$ cat src/rtl/fb_port_arbiter_pkg.sv
// Shared definitions for the framebuffer port arbiter: default widths,
// the committed-write counter width and the arbiter state encoding.
package fb_pkg;

    localparam int ADDR_W_DEFAULT     = 16;
    localparam int DATA_W_DEFAULT     = 3;
    localparam int FIFO_DEPTH_DEFAULT = 4;
    localparam int WR_COUNT_W         = 16;

    // Who owns the framebuffer port in a given cycle
    typedef enum logic [1:0] {
        IDLE  = 2'd0,
        SCAN  = 2'd1,
        DRAIN = 2'd2
    } fb_state_t;

endpackage

$ cat src/rtl/fb_port_arbiter_if.sv
// Bundle of scan-out, host-write and framebuffer-memory signals around
// the arbiter. The arbiter uses the slave view; the host/memory side
// (or a bench) uses the master view.
interface fb_port_arbiter_if
    import fb_pkg::*;
#(
    parameter int ADDR_W = ADDR_W_DEFAULT,
    parameter int DATA_W = DATA_W_DEFAULT
) ();

    logic                  rd_en;
    logic [ADDR_W-1:0]     rd_addr;
    logic [DATA_W-1:0]     rd_data;
    logic                  wr_valid;
    logic                  wr_ready;
    logic [ADDR_W-1:0]     wr_addr;
    logic [DATA_W-1:0]     wr_data;
    logic [ADDR_W-1:0]     mem_addr;
    logic                  mem_we;
    logic [DATA_W-1:0]     mem_wdata;
    logic [DATA_W-1:0]     mem_q;
    logic [WR_COUNT_W-1:0] wr_count;

    modport slave (
        input  rd_en, rd_addr, wr_valid, wr_addr, wr_data, mem_q,
        output rd_data, wr_ready, mem_addr, mem_we, mem_wdata, wr_count
    );

    modport master (
        output rd_en, rd_addr, wr_valid, wr_addr, wr_data, mem_q,
        input  rd_data, wr_ready, mem_addr, mem_we, mem_wdata, wr_count
    );

endinterface

$ cat src/rtl/fb_port_arbiter_sync_fifo.sv
// Small synchronous FIFO holding pending host writes. The head entry is
// presented combinationally so it can be issued in the same cycle it is
// popped. A push while full is ignored even if a pop happens that cycle.
module sync_fifo #(
    parameter int WIDTH = 8,
    parameter int DEPTH = 4
) (
    input  logic             clk,
    input  logic             reset,
    input  logic             push,
    input  logic             pop,
    input  logic [WIDTH-1:0] din,
    output logic [WIDTH-1:0] dout,
    output logic             full,
    output logic             empty,
    output logic             full_next,
    output logic             empty_next
);

    localparam int PTR_W = $clog2(DEPTH);
    localparam int CNT_W = PTR_W + 1;
    localparam logic [CNT_W-1:0] DEPTH_C = CNT_W'(DEPTH);

    logic [WIDTH-1:0] storage [DEPTH];
    logic [PTR_W-1:0] wr_ptr;
    logic [PTR_W-1:0] rd_ptr;
    logic [CNT_W-1:0] count;
    logic [CNT_W-1:0] count_next;
    logic             do_push;
    logic             do_pop;

    assign full       = (count == DEPTH_C);
    assign empty      = (count == '0);
    assign do_push    = push && !full;
    assign do_pop     = pop && !empty;
    assign dout       = storage[rd_ptr];
    assign full_next  = (count_next == DEPTH_C);
    assign empty_next = (count_next == '0);

    // Occupancy after this cycle's push/pop; both at once leaves it unchanged
    always_comb begin
        count_next = count + CNT_W'(do_push) - CNT_W'(do_pop);
    end

    // Pointers wrap naturally because the depth is a power of two
    always_ff @(posedge clk or posedge reset) begin
        if (reset) begin
            wr_ptr <= '0;
            rd_ptr <= '0;
            count  <= '0;
        end else begin
            if (do_push) wr_ptr <= wr_ptr + PTR_W'(1);
            if (do_pop)  rd_ptr <= rd_ptr + PTR_W'(1);
            count <= count_next;
        end
    end

    // Entry storage needs no reset; the occupancy count guards validity
    always_ff @(posedge clk) begin
        if (do_push) storage[wr_ptr] <= din;
    end

endmodule

$ cat src/rtl/fb_port_arbiter.sv
// Single-port framebuffer arbiter. Scan-out reads always win the port;
// host writes are buffered and drained into the framebuffer in cycles
// where scan-out is idle. Read data comes back two cycles after the
// request and is held until the next read.
module fb_port_arbiter
    import fb_pkg::*;
#(
    parameter int ADDR_W     = ADDR_W_DEFAULT,
    parameter int DATA_W     = DATA_W_DEFAULT,
    parameter int FIFO_DEPTH = FIFO_DEPTH_DEFAULT
) (
    input logic               clk,
    input logic               reset,
    fb_port_arbiter_if.slave  bus
);

    localparam int ENTRY_W = ADDR_W + DATA_W;

    fb_state_t             state;
    fb_state_t             state_next;
    logic [ENTRY_W-1:0]    head;
    logic [ADDR_W-1:0]     head_addr;
    logic [DATA_W-1:0]     head_data;
    logic                  fifo_full;
    logic                  fifo_empty;
    logic                  fifo_full_next;
    logic                  fifo_empty_next;
    logic                  push;
    logic                  pop;
    logic                  wr_ready_q;
    logic [ADDR_W-1:0]     mem_addr;
    logic                  mem_we;
    logic [DATA_W-1:0]     rd_data_q;
    logic [WR_COUNT_W-1:0] wr_count_q;

    assign head_addr = head[ENTRY_W-1:DATA_W];
    assign head_data = head[DATA_W-1:0];
    assign push      = bus.wr_valid && wr_ready_q && !fifo_full;

    sync_fifo #(
        .WIDTH (ENTRY_W),
        .DEPTH (FIFO_DEPTH)
    ) u_fifo (
        .clk        (clk),
        .reset      (reset),
        .push       (push),
        .pop        (pop),
        .din        ({bus.wr_addr, bus.wr_data}),
        .dout       (head),
        .full       (fifo_full),
        .empty      (fifo_empty),
        .full_next  (fifo_full_next),
        .empty_next (fifo_empty_next)
    );

    // State register; SCAN marks that the previous cycle issued a read
    always_ff @(posedge clk or posedge reset) begin
        if (reset) state <= IDLE;
        else       state <= state_next;
    end

    // Port steering and next state from rd_en and post-update occupancy
    always_comb begin
        state_next = IDLE;
        mem_addr   = bus.rd_addr;
        mem_we     = 1'b0;
        pop        = 1'b0;
        if (bus.rd_en) begin
            state_next = SCAN;
        end else begin
            if (!fifo_empty) begin
                mem_addr = head_addr;
                mem_we   = 1'b1;
                pop      = 1'b1;
            end
            state_next = fifo_empty_next ? IDLE : DRAIN;
        end
    end

    // Write ready reflects next-cycle fullness; held low during reset
    always_ff @(posedge clk or posedge reset) begin
        if (reset) wr_ready_q <= 1'b0;
        else       wr_ready_q <= !fifo_full_next;
    end

    // Capture memory output the cycle after a read was issued
    always_ff @(posedge clk or posedge reset) begin
        if (reset)              rd_data_q <= '0;
        else if (state == SCAN) rd_data_q <= bus.mem_q;
    end

    // Count committed writes, wrapping at the counter width
    always_ff @(posedge clk or posedge reset) begin
        if (reset)       wr_count_q <= '0;
        else if (mem_we) wr_count_q <= wr_count_q + WR_COUNT_W'(1);
    end

    assign bus.mem_addr  = mem_addr;
    assign bus.mem_we    = mem_we;
    assign bus.mem_wdata = head_data;
    assign bus.wr_ready  = wr_ready_q;
    assign bus.rd_data   = rd_data_q;
    assign bus.wr_count  = wr_count_q;

endmodule
$ cat src/flat_wrapper.sv
// flat-port wrapper written by rule: the top's interface ports become plain ports
module fb_port_arbiter_flat import fb_pkg::*;
#(
    parameter int ADDR_W     = ADDR_W_DEFAULT,
    parameter int DATA_W     = DATA_W_DEFAULT,
    parameter int FIFO_DEPTH = FIFO_DEPTH_DEFAULT
)
  (clk, reset, bus_rd_en, bus_rd_addr, bus_wr_valid, bus_wr_addr, bus_wr_data, bus_mem_q, bus_rd_data, bus_wr_ready, bus_mem_addr, bus_mem_we, bus_mem_wdata, bus_wr_count);
  fb_port_arbiter_if #(.ADDR_W(ADDR_W), .DATA_W(DATA_W)) bus_i ();
  input logic clk;
  input logic reset;
  input wire logic [$bits(bus_i.rd_en)-1:0] bus_rd_en;
  input wire logic [$bits(bus_i.rd_addr)-1:0] bus_rd_addr;
  input wire logic [$bits(bus_i.wr_valid)-1:0] bus_wr_valid;
  input wire logic [$bits(bus_i.wr_addr)-1:0] bus_wr_addr;
  input wire logic [$bits(bus_i.wr_data)-1:0] bus_wr_data;
  input wire logic [$bits(bus_i.mem_q)-1:0] bus_mem_q;
  output wire logic [$bits(bus_i.rd_data)-1:0] bus_rd_data;
  output wire logic [$bits(bus_i.wr_ready)-1:0] bus_wr_ready;
  output wire logic [$bits(bus_i.mem_addr)-1:0] bus_mem_addr;
  output wire logic [$bits(bus_i.mem_we)-1:0] bus_mem_we;
  output wire logic [$bits(bus_i.mem_wdata)-1:0] bus_mem_wdata;
  output wire logic [$bits(bus_i.wr_count)-1:0] bus_wr_count;
  assign bus_i.rd_en = bus_rd_en;
  assign bus_i.rd_addr = bus_rd_addr;
  assign bus_i.wr_valid = bus_wr_valid;
  assign bus_i.wr_addr = bus_wr_addr;
  assign bus_i.wr_data = bus_wr_data;
  assign bus_i.mem_q = bus_mem_q;
  assign bus_rd_data = bus_i.rd_data;
  assign bus_wr_ready = bus_i.wr_ready;
  assign bus_mem_addr = bus_i.mem_addr;
  assign bus_mem_we = bus_i.mem_we;
  assign bus_mem_wdata = bus_i.mem_wdata;
  assign bus_wr_count = bus_i.wr_count;
  fb_port_arbiter #(.ADDR_W(ADDR_W), .DATA_W(DATA_W), .FIFO_DEPTH(FIFO_DEPTH)) u_core (.clk(clk), .reset(reset), .bus(bus_i));
endmodule
$ cat config.mk
export PLATFORM = sky130hd
export DESIGN_NAME = fb_port_arbiter_flat
export DESIGN_NICKNAME = d
export VERILOG_FILES = /design/src/rtl/fb_port_arbiter_pkg.sv /design/src/rtl/fb_port_arbiter_if.sv /design/src/rtl/fb_port_arbiter_sync_fifo.sv /design/src/rtl/fb_port_arbiter.sv /design/src/flat_wrapper.sv
export SDC_FILE = /design/constraint.sdc
export NUM_CORES = 1
export LEC_CHECK = 0
export CAP_MARGIN = 20
export CORE_AREA = 2 2 66 130
export DETAILED_ROUTE_END_ITERATION = 6
export DIE_AREA = 0 0 68 132
export PLACE_DENSITY = 0.81
export SETUP_SLACK_MARGIN = 0.3
export SYNTH_ARGS = -nofsm -noshare
export SYNTH_HDL_FRONTEND = slang
export SYNTH_HIERARCHICAL = 1
export SYNTH_SLANG_ARGS = --single-unit
$ cat constraint.sdc
create_clock -name clk -period 4.55 [get_ports clk]
set_clock_uncertainty 0.1 [all_clocks]
set_input_delay 1.1375 -clock clk [delete_from_list [all_inputs] [get_ports clk]]
set_output_delay 1.1375 -clock clk [all_outputs]
set_load 0.01 [all_outputs]
# [Word level (Yosys, flattened, before mapping)]
# Memory sizes are Yosys's and may differ from the RTL's.
# Cells that the tools add are included.
# Widths: inputs -> output; s select.
[word_totals] ff_bits=29 latch_bits=0 mem_bits_rw=76 rom_bits=0 in_bits=42 out_inout_bits=40 word_cells=33 n_memories=1
[mem_list] memory="u_core.u_fifo.storage" depth=4 word_bits=19 read_ports=1 rd_clocked_by_memory_dff=0 write_ports=1 line_no="fb_port_arbiter_sync_fifo.sv:24" text="logic [WIDTH-1:0] storage [DEPTH];"
[classes] n_addsub=5 multipliers=0 div_mod_pow=0 magnitude_cmp=0 n_eq_ne=3 n_shift=0 n_mux=8 bitwise=0 n_reduce_logical=9
[op_table] op="$mux 16" n=2
[op_table] op="$add 16x1->16 const B" n=1
[op_table] op="$eq 3x3->1 const B" n=2
[op_table] op="$logic_not 3->1" n=2
[op_table] op="$add 2x1->2 const B" n=2
[op_table] op="$logic_and 1x1->1" n=4
[op_table] op="$mux 1" n=4
[op_table] op="$mux 2" n=2
[op_table] op="$add 3x1->3" n=1
[op_table] op="$logic_not 1->1" n=3
[op_table] op="$sub 3x1->3" n=1
[op_table] op="$eq 2x1->1 const B" n=1

# [Logic depth before layout (Yosys ltp)]
# Gate-level depths: netlist of the first run.
[depth] depth_word=9 ltp_mapped=13 ltp_nobuf=12

# [Hierarchy]
# The synthesis of the first run kept the hierarchy.
[by_module_without_submodules] mod="sync_fifo" instances=1 cells_per_inst=142 area_each_um2=3224.3 seq_area_each_um2=2457.4
[by_module_without_submodules] mod="fb_port_arbiter" instances=1 cells_per_inst=94 area_each_um2=1148.6 seq_area_each_um2=550.5

# [Least setup slack after synthesis of the first run]
# Ideal clock, no wire load.
[synth_timing] path_type="input to output" from="input port bus_rd_en" to="output port bus_mem_addr[10]" arrival_ps=1927 required_time_ps=3313 path_slack_ps=1386 path_stages=3 n_path_buf=1 cell_sequence="nor2_4 buf_2 mux2_2"
[synth_between] elab_chain_len=1
[synth_rtl] item="start: declaration" line_no="flat_wrapper.sv:12" text="input wire logic [$bits(bus_i.rd_en)-1:0] bus_rd_en;"
[synth_rtl] item="$mux 16" line_no="fb_port_arbiter.sv:68" text="if (bus.rd_en) begin"
[synth_rtl] item="end: declaration" line_no="flat_wrapper.sv:20" text="output wire logic [$bits(bus_i.mem_addr)-1:0] bus_mem_addr;"
# No other way between the ends.

# [Final worst setup path of the first run]
[layout_timing] from="input port bus_rd_en" to="output port bus_mem_addr[12]"
# Same word-level chain as after synthesis.

==> flow_summary.json, run 1 <==
{
  "seqPwrFrac": 0.432,
  "die_x_um": 68,
  "layout_commonest_cell": "clkdlybuf4s50_1",
  "ys_warn_count": 6,
  "run_status": "completed",
  "async_flop_share": 0.276,
  "root_buffer": "clkbuf_16",
  "ir_drop_v": 0.000308,
  "cp_top_family": "buffers and inverters",
  "critPathKind": "in2out",
  "die_h_um": 132,
  "cp_data_arrival_time_ns": 2.84,
  "synth_sequential_area_ratio": 0.688,
  "gr-usage-met2": 0.339,
  "syn-instance-count": 236,
  "place_ws_ns": 0.327,
  "intPower_mw": 2.30,
  "clk_pin_slew_ns": 0.07,
  "p_comb_frac": 0.350,
  "numCtsBuffers": 9,
  "gr-usage-met1": 0.215,
  "cpMostUsedCell": "clkdlybuf4s50_1",
  "fillers": 549,
  "syn_nets": 286,
  "setup_ws_ns": 0.469,
  "min_period_over_period": 0.897,
  "vias_per_cell": 5.37,
  "mappedNetlistArea_sq_um": 4370,
  "port_buffers": 81,
  "grt_setup_unrepaired": "false",
  "worstMarginPinSlew_ns": 0.867,
  "path_buf_inv": 3,
  "fin_tns_setup_ns": 0,
  "initial_core_util": 0.551,
  "rrSetupSlack_ns": 1.63,
  "grtUsageMet3": 0.0418,
  "period_needed_ns": 4.08,
  "synth_ff_type": "edfxtp_1",
  "p_per_area_nw_per_um2": 583,
  "htree_num_levels": 3,
  "switching_share": 0.299,
  "relSlewSlack": 0.422,
  "place_congestion": 0.695,
  "ys_types": 32,
  "coreArea_sq_um": 7940,
  "synth-edff-count": 76,
  "cts_resized": 0,
  "synth_seq_cells": 105,
  "syn-mean-instance-area_sq_um": 18.5,
  "drcViolationCount": 0,
  "p_sw_mw": 0.978,
  "fmax_mhz": 245,
  "end_kind": "output port",
  "pwr-share-clk": 0.217,
  "nNetsFinal": 381,
  "setup_viol": 0,
  "area_delta_synth_final_pct": 28.5,
  "cts_tree": "built",
  "drv_slew": 0,
  "rows": 46,
  "dieArea_sq_um": 8980,
  "vias": 2314,
  "drive_gt1_frac": 0.218,
  "clockBufferDepth": 2,
  "total_power_mw": 3.27,
  "drtPass1Iterations": 4,
  "synth_top_area_cell": "edfxtp_1",
  "insertion_delay_ns": 0.34,
  "insertedDiodeCount": 0,
  "wl_per_cell_um": 17.9,
  "ant_nets": 0,
  "final_cell_mix": "81 x clkdlybuf4s50_1, 76 x edfxtp_1, 29 x dfrtp_1, 20 x mux2_2, 19 x mux4_2",
  "p_leak_nw": 2.05,
  "place_inst": 415,
  "hold_viol_final": 0,
  "dp_hpwl_um": 5410,
  "drtIter0Drc": 112,
  "antenna_found_initial": 0,
  "grt_max_degree": 23,
  "synth_top_area_share": 0.522,
  "routed_wl_um": 7700,
  "yosys-top-cells-area": "edfxtp_1 52%, dfrtp_1 17%, mux4_2 9.8%",
  "finish.cell_count_without_fillers": 431,
  "hold_path.class": "reg2reg",
  "grt.total_usage": 0.192,
  "grt_pass1_wl_um": 12400,
  "crit_path_start_kind": "primary input",
  "numClockSinks": 105,
  "grt_pass1_vias": 2485,
  "overflow": 0,
  "worstPathCellList": "clkdlybuf4s50_1, nor2_4, buf_4, mux2_2, clkdlybuf4s50_1",
  "crit_slowest_cell": "clkdlybuf4s50_1",
  "drv_cap": 0,
  "crit_required_ns": 3.31,
  "ioPinCount": 82,
  "busiest_layer": "met2",
  "max_stage_delay_ns": 0.49,
  "worstPathMaxFanout": 7
}
-- layer usage --
metal  up-vias  share of wire
li1       1096              -
met4         0          0.018
met5         -              0
met3        14          0.043
met2        66           0.57
met1      1138           0.37
-- worst paths after layout --
path	cells after the start	end	startpoint
worst max-delay path	5	bus_mem_addr[12]	bus_rd_en
worst min-delay path	1	u_core/bus.wr_count[15]$_DFFE_PP0P_	u_core/bus.wr_count[15]$_DFFE_PP0P_
worst max register to register	13	u_core/state[1]$_DFF_PP0_	u_core/u_fifo/count[1]$_DFF_PP0_
worst min register to register	1	u_core/bus.wr_count[15]$_DFFE_PP0P_	u_core/bus.wr_count[15]$_DFFE_PP0P_
max in group asynchronous	2	u_core/bus.rd_data[1]$_DFFE_PP0N_	reset
min in group asynchronous	2	u_core/u_fifo/count[2]$_DFF_PP0_	reset
-- layout make-up --
cell class | instances | area [sq um] | area share
flip-flops and latches | 105 | 3010 | 0.535
repair buffers | 91 | 886 | 0.158
clock buffers | 9 | 225 | 0.0401
clock inverters | 6 | 52.6 | 0.00935
well taps | 96 | 120 | 0.0214
inverters | 9 | 33.8 | 0.00601
multi-input cells | 115 | 1290 | 0.230
-- sequential cells by signal (all words and copies together) (netlist names) --
register,count
u_core/u_fifo/storage,76
u_core/u_fifo/rd_ptr,2
u_core/state,2
u_core/bus.rd_data,3
u_core/bus.wr_ready,1
u_core/bus.wr_count,16
u_core/u_fifo/wr_ptr,2
u_core/u_fifo/count,3
-- power groups by stage --
stage          Sequential (mW)  Clock, mW  Combinational, mW
5_1_grt                   1.45      0.767               1.24
3_3_place_gp              1.43          0               1.14
3_5_place_dp              1.44          0               1.16
4_1_cts                   1.42      0.728               1.17
2_1_floorplan             1.39          0              0.721
6_report                  1.42      0.711               1.15
-- synthesized netlist by cell type (2+ instances only) --
library cell  instances
edfxtp_1             76
dfrtp_1              29
mux2_2               20
mux4_2               19
xnor2_1              11
inv_1                 9
nand2_1               9
ha_1                  7
xor2_1                6
nand2b_1              5
nand4_1               5
and3_1                4
and3b_1               4
nor2_1                4
buf_2                 3
nor3_2                3
and3_4                2
buf_4                 2
nand4bb_1             2
nor3_1                2
nor3b_2               2
o211ai_1              2
-- cell families after synthesis --
logic type | count (synthesis) | synth area share
AO/OA/AOI/OAI | 4 | 0.00715
XOR/XNOR | 18 | 0.0395
adder cells (fa/ha/maj) | 8 | 0.0246
buffers and inverters | 16 | 0.0166
flip-flops | 105 | 0.688
multiplexers | 39 | 0.149
AND/OR/NAND/NOR | 46 | 0.0750
-- per-stage QoR --
step                      utilization  cell area [sq um]  hold slack, ns
after floorplan                     -               4370           0.404
after global placement          0.671               5330           0.359
after detailed placement        0.671               5330           0.375
after CTS                       0.706               5610           0.388
after global routing            0.707               5620           0.397
final                           0.707               5620           0.383
-- timing repair --
action / CTS / global route
endpoints found under the setup margin: 0 / 5
setup buffers: 0 / 1
hold buffers: 0 / 0
Power figures use the tool's default switching activity.
==> run 2: changes to the inputs <==
--- a/config.mk
+++ b/config.mk
@@ -5,12 +5,13 @@
 export SDC_FILE = /design/constraint.sdc
 export NUM_CORES = 1
 export LEC_CHECK = 0
+export ABC_AREA = 1
 export CAP_MARGIN = 20
-export CORE_AREA = 2 2 66 130
+export CORE_AREA = 2 2 68 135
 export DETAILED_ROUTE_END_ITERATION = 6
-export DIE_AREA = 0 0 68 132
+export DIE_AREA = 0 0 70 137
 export PLACE_DENSITY = 0.81
-export SETUP_SLACK_MARGIN = 0.3
+export SETUP_SLACK_MARGIN = 0.4
 export SYNTH_ARGS = -nofsm -noshare
 export SYNTH_HDL_FRONTEND = slang
 export SYNTH_HIERARCHICAL = 1
==> run 2 against run 1 <==
  * Sequential power shrank 5%
  * Largest cell class unchanged
  * Setup slack improved by 0.077 ns
  * Synthesized cell count grew 97%
  * First-iteration DRC count rose by 130%
  * Fmax up 1.9%
  * Power increased by 5.3%
  * Final cell count rose by 51%
==> flow_summary.json, run 2 <==
{
  "run_status": "completed",
  "p_leak_nw": 2.56,
  "ir_drop_v": 0.000420,
  "nNetsFinal": 596,
  "ioPinCount": 82,
  "drtPass1Iterations": 5,
  "worstMarginPinSlew_ns": 0.831,
  "rows": 48,
  "crit_path_start_kind": "primary input",
  "synth_sequential_area_ratio": 0.628,
  "hold_viol_final": 0,
  "synthTopCellsByCount": "142 x nand2_1, 76 x edfxtp_1, 72 x inv_1, 29 x dfrtp_1, 24 x o21ai_0",
  "port_buffers": 81,
  "layout_commonest_cell": "nand2_1",
  "async_flop_share": 0.276,
  "dp_hpwl_um": 6500,
  "root_buffer": "clkbuf_16",
  "finish.cell_count_without_fillers": 650,
  "drtIter0Drc": 260,
  "synth_seq_cells": 105,
  "syn-instance-count": 464,
  "end_kind": "output port",
  "synth_ff_type": "edfxtp_1",
  "crit_slowest_cell": "clkdlybuf4s50_1",
  "synthMuxAreaShare": 0.00706,
  "setup_ws_ns": 0.546,
  "synth_top_area_cell": "edfxtp_1",
  "synth_compound_area_frac": 0.0852,
  "grt_pass1_vias": 3495,
  "place_congestion": 0.823,
  "place_ws_ns": 0.398,
  "insertion_delay_ns": 0.33,
  "fin_util": 0.702,
  "numClockSinks": 105,
  "ys_warn_count": 6,
  "grt.total_usage": 0.213,
  "critPathKind": "in2out",
  "cts_tree": "built",
  "fin_tns_setup_ns": 0,
  "cp_data_arrival_time_ns": 2.77,
  "fmax_mhz": 250,
  "area_delta_synth_final_pct": 25.0,
  "drv_slew": 0,
  "clk_pin_slew_ns": 0.07,
  "drv_cap": 0,
  "vias": 3455,
  "p_per_area_nw_per_um2": 576,
  "antenna_found_initial": 0,
  "die_x_um": 70,
  "overflow": 0,
  "synth_fa_ha_area_frac": 0.0225,
  "grt_setup_unrepaired": "false",
  "synth-edff-count": 76,
  "initial_core_util": 0.561,
  "worstPathMaxFanout": 26,
  "max_stage_delay_ns": 0.53,
  "drive_gt1_frac": 0.0927,
  "coreArea_sq_um": 8530,
  "routed_wl_um": 9510,
  "place_inst": 635,
  "worstPathCellList": "clkdlybuf4s50_1, nor2_2, buf_4, nand2_1, nand2_1, clkdlybuf4s50_1",
  "cts_post_setup_buffers_inserted": 0,
  "mappedNetlistArea_sq_um": 4790,
  "total_power_mw": 3.45,
  "hold_buffers": 0,
  "final_cell_mix": "142 x nand2_1, 81 x clkdlybuf4s50_1, 76 x edfxtp_1, 72 x inv_1, 28 x dfrtp_1",
  "htree_num_levels": 3,
  "clockBufferDepth": 2,
  "insertedDiodeCount": 0,
  "numCtsBuffers": 9,
  "synth_top_family_by_area": "simple AND/OR/NAND/NOR gates",
  "crit_required_ns": 3.31,
  "syn-mean-instance-area_sq_um": 10.3,
  "synth.most_common_cell": "nand2_1",
  "met2_length_um": 5490,
  "min_period_over_period": 0.880,
  "synthSimpleGateAreaFrac": 0.167,
  "maxUsedRoutingLayer": "met4",
  "dieArea_sq_um": 9590,
  "ys_types": 27,
  "period_needed_ns": 4.00,
  "drcViolationCount": 0,
  "wl_met3_um": 435,
  "relSlewSlack": 0.445,
  "yosys-top-cells-area": "edfxtp_1 48%, dfrtp_1 15%, nand2_1 11%",
  "largest_register": "u_core/u_fifo/storage",
  "setup_viol": 0,
  "grt_pass1_wl_um": 15800,
  "ant_nets": 0,
  "syn_nets": 514,
  "die_h_um": 137,
  "wl_met1_um": 3400,
  "grt_max_degree": 80,
  "wl_per_cell_um": 14.6,
  "largest_reg_flops": 76,
  "synth_xor_area_frac": 0.0110,
  "vias_per_cell": 5.32,
  "synth_top_area_share": 0.477,
  "hold_path.class": "reg2reg"
}
## run 2: final cells by class
class | count | area (sq um)
Clock inverter | 6 | 72.6
Sequential cell | 105 | 3010
Tap cell | 100 | 125
Fill cell | 637 | 2540
Multi-Input combinational cell | 270 | 1420
Inverter | 72 | 270
Timing Repair Buffer | 88 | 863
Clock buffer | 9 | 225
## run 2: path summary, 6_finish.rpt
kind | end | slack, ns | depth (start not counted) | startpoint
max in group asynchronous | u_core/bus.wr_count[7]$_DFFE_PP0P_ | 2.63 | 2 | reset
hold reg to reg | u_core/bus.rd_data[0]$_DFFE_PP0N_ | 0.41 | 1 | u_core/bus.rd_data[0]$_DFFE_PP0N_
hold / removal | u_core/bus.rd_data[0]$_DFFE_PP0N_ | 0.41 | 1 | u_core/bus.rd_data[0]$_DFFE_PP0N_
min in group asynchronous | u_core/u_fifo/count[1]$_DFF_PP0_ | 0.97 | 2 | reset
setup / recovery | bus_mem_addr[11] | 0.55 | 6 | bus_rd_en
setup reg to reg | u_core/state[1]$_DFF_PP0_ | 1.51 | 16 | u_core/u_fifo/count[1]$_DFF_PP0_
## run 2: where the power goes
group	switching [mW]	leakage [nW]	total, mW	internal [mW]
registers	0.0956	1.06	1.35	1.25
logic	0.778	1.36	1.33	0.556
clock network	0.334	0.143	0.765	0.431
total	1.21	2.56	3.45	2.24
## run 2: critical path, delay by kind of cell
family,cells,cell delay (ns)
buffers and inverters,3,1.31
AND/OR/NAND/NOR,3,0.32
## run 2: timing repair
item | 4_1_cts | 5_1_grt
endpoints found under the hold margin | 0 | 0
setup endpoints to repair | 1 | 0
gates resized for setup | 1 | 0
## run 2: cells by family after synthesis
| kind of cell | Yosys count |
|---|---|
| compound gates | 63 |
| xor+xnor | 6 |
| fa+ha+maj | 8 |
| buf+inv | 89 |
| flops | 105 |
| mux | 3 |
| simple gates | 190 |
## run 2: routing by layer
metal	vias to the layer above	global-route usage
li1	1668	-
met1	1678	0.218
met2	96	0.409
met3	13	0.0390
met4	0	0.0972
met5	-	0
## run 2: metrics by stage
stage	hold WS (ns)	cell area, sq um
finish	0.406	5980
global route	0.438	5980
CTS	0.410	5980
detailed placement	0.394	5680
global placement	0.389	5680
floorplan	0.392	4790
==> run 3: changes to the inputs <==
--- a/config.mk
+++ b/config.mk
@@ -10,7 +10,7 @@
 export CORE_AREA = 2 2 68 135
 export DETAILED_ROUTE_END_ITERATION = 6
 export DIE_AREA = 0 0 70 137
-export PLACE_DENSITY = 0.81
+export PLACE_DENSITY = 0.9
 export SETUP_SLACK_MARGIN = 0.4
 export SYNTH_ARGS = -nofsm -noshare
 export SYNTH_HDL_FRONTEND = slang
==> run 3 against run 2 <==
  * Flip-flop and latch count unchanged
  * Register-to-register slack about the same
  * Global-route usage up 0.30 points
  * Critical path type unchanged
  * Non-clock buffer count up 1
  * Clock-buffer cell count up 3
  * Sequential power up 4%
  * Wire length up 3.7%
  * Final cell count up 0.31%
  * Power down 0.13%
==> flow_summary.json, run 3 (synthesized netlist as in run 2, its figures left out) <==
{
  "total_power_mw": 3.44,
  "fmax_mhz": 250,
  "die_h_um": 137,
  "area_delta_synth_final_pct": 25.3,
  "end_kind": "output port",
  "p_leak_nw": 2.57,
  "grt_max_degree": 46,
  "place_ws_ns": 0.384,
  "vias_per_cell": 5.33,
  "hold_buffers": 0,
  "grt_setup_unrepaired": "false",
  "critPathKind": "in2out",
  "largest_register": "u_core/u_fifo/storage",
  "drtPass1Iterations": 5,
  "cp_data_arrival_time_ns": 2.76,
  "worstPathCellList": "clkdlybuf4s50_1, nor2_2, buf_4, nand2_1, nand2_1, clkdlybuf4s50_1",
  "grt_pass1_wl_um": 15900,
  "relSlewSlack": 0.438,
  "hold_viol_final": 0,
  "crit_path_start_kind": "primary input",
  "layout_commonest_cell": "nand2_1",
  "clk_pin_slew_ns": 0.07,
  "ant_nets": 0,
  "crit_required_ns": 3.31,
  "wl_per_cell_um": 15.1,
  "numCtsBuffers": 9,
  "vias": 3473,
  "routed_wl_um": 9850,
  "overflow": 0,
  "period_needed_ns": 3.99,
  "final_cell_mix": "142 x nand2_1, 81 x clkdlybuf4s50_1, 76 x edfxtp_1, 72 x inv_1, 28 x dfrtp_1",
  "rows": 48,
  "drv_cap": 0,
  "reg2regPathDepth": 16,
  "hold_depth": 1,
  "port_buffers": 81,
  "cts_tree": "built",
  "hold_path.class": "reg2reg",
  "coreArea_sq_um": 8530,
  "drcViolationCount": 0,
  "cp_top_family": "buffers and inverters",
  "dp_hpwl_um": 6640,
  "insertion_delay_ns": 0.34,
  "drv_slew": 0,
  "largest_reg_flops": 76,
  "worstMarginPinSlew_ns": 0.842,
  "htree_num_levels": 3,
  "die_x_um": 70,
  "path_buf_inv": 3,
  "drtIter0Drc": 216,
  "grt_pass1_vias": 3624,
  "fin_tns_setup_ns": 0,
  "ioPinCount": 82,
  "run_status": "completed",
  "antenna_found_initial": 0,
  "cp.depth": 6,
  "hold_slack_ns": 0.409,
  "root_buffer": "clkbuf_16",
  "min_period_over_period": 0.878,
  "setup_ws_ns": 0.556,
  "grt.total_usage": 0.216,
  "ir_drop_v": 0.000424,
  "initial_core_util": 0.561,
  "drive_gt1_frac": 0.0960,
  "numClockSinks": 105,
  "nNetsFinal": 597,
  "dieArea_sq_um": 9590,
  "worstPathMaxFanout": 26,
  "clockBufferDepth": 2,
  "cts_resized": 1,
  "p_per_area_nw_per_um2": 574,
  "place_congestion": 0.868,
  "insertedDiodeCount": 0,
  "max_stage_delay_ns": 0.54,
  "cts_post_setup_buffers_inserted": 0,
  "crit_slowest_cell": "clkdlybuf4s50_1",
  "setup_viol": 0
}
[run 3: layout make-up]
class,count,area (sq um)
clock buffers,12,267
clock inverters,4,33.8
fillers,596,2530
inverters,72,270
multi-input cells,270,1420
flip-flops and latches,105,3010
well taps,100,125
repair buffers,89,871
[run 3: power by group]
part	switching, mW	leakage (nW)	internal [mW]
Combinational	0.727	1.37	0.560
Clock	0.328	0.146	0.421
Sequential	0.154	1.06	1.25
[run 3: worst register-to-register path: cells and delay by family, from the launching register on]
kind	cells	cell delay, ns
flip-flops	1	0.40
adder cells (fa/ha/maj)	3	0.82
AND/OR/NAND/NOR	6	0.87
buffers and inverters	7	0.73
[run 3: metrics by stage]
stage / instance area (sq um) / std cells / utilization
detailed placement: 5690 / 636 / 0.667
CTS: 5990 / 652 / 0.703
floorplan: 4790 / 464 / -
global placement: 5690 / 636 / 0.667
global route: 5990 / 652 / 0.703
finish: 5990 / 652 / 0.703
[run 3: worst paths after layout]
path	startpoint	endpoint	slack (ns)
hold reg to reg	u_core/bus.rd_data[2]$_DFFE_PP0N_	u_core/bus.rd_data[2]$_DFFE_PP0N_	0.41
setup / recovery	bus_rd_en	bus_mem_addr[5]	0.56
min in group asynchronous	reset	u_core/u_fifo/count[0]$_DFF_PP0_	0.99
max in group asynchronous	reset	u_core/bus.wr_count[11]$_DFFE_PP0P_	2.60
hold / removal	u_core/bus.rd_data[2]$_DFFE_PP0N_	u_core/bus.rd_data[2]$_DFFE_PP0N_	0.41
setup reg to reg	u_core/u_fifo/count[1]$_DFF_PP0_	u_core/state[1]$_DFF_PP0_	1.50
[run 3: routing by layer]
layer / global-route usage / vias up / share of wire
met1: 0.225 / 1667 / 0.37
met2: 0.390 / 109 / 0.56
met4: 0.143 / 0 / 0.038
met3: 0.0368 / 25 / 0.038
li1: - / 1672 / -
met5: 0 / - / 0
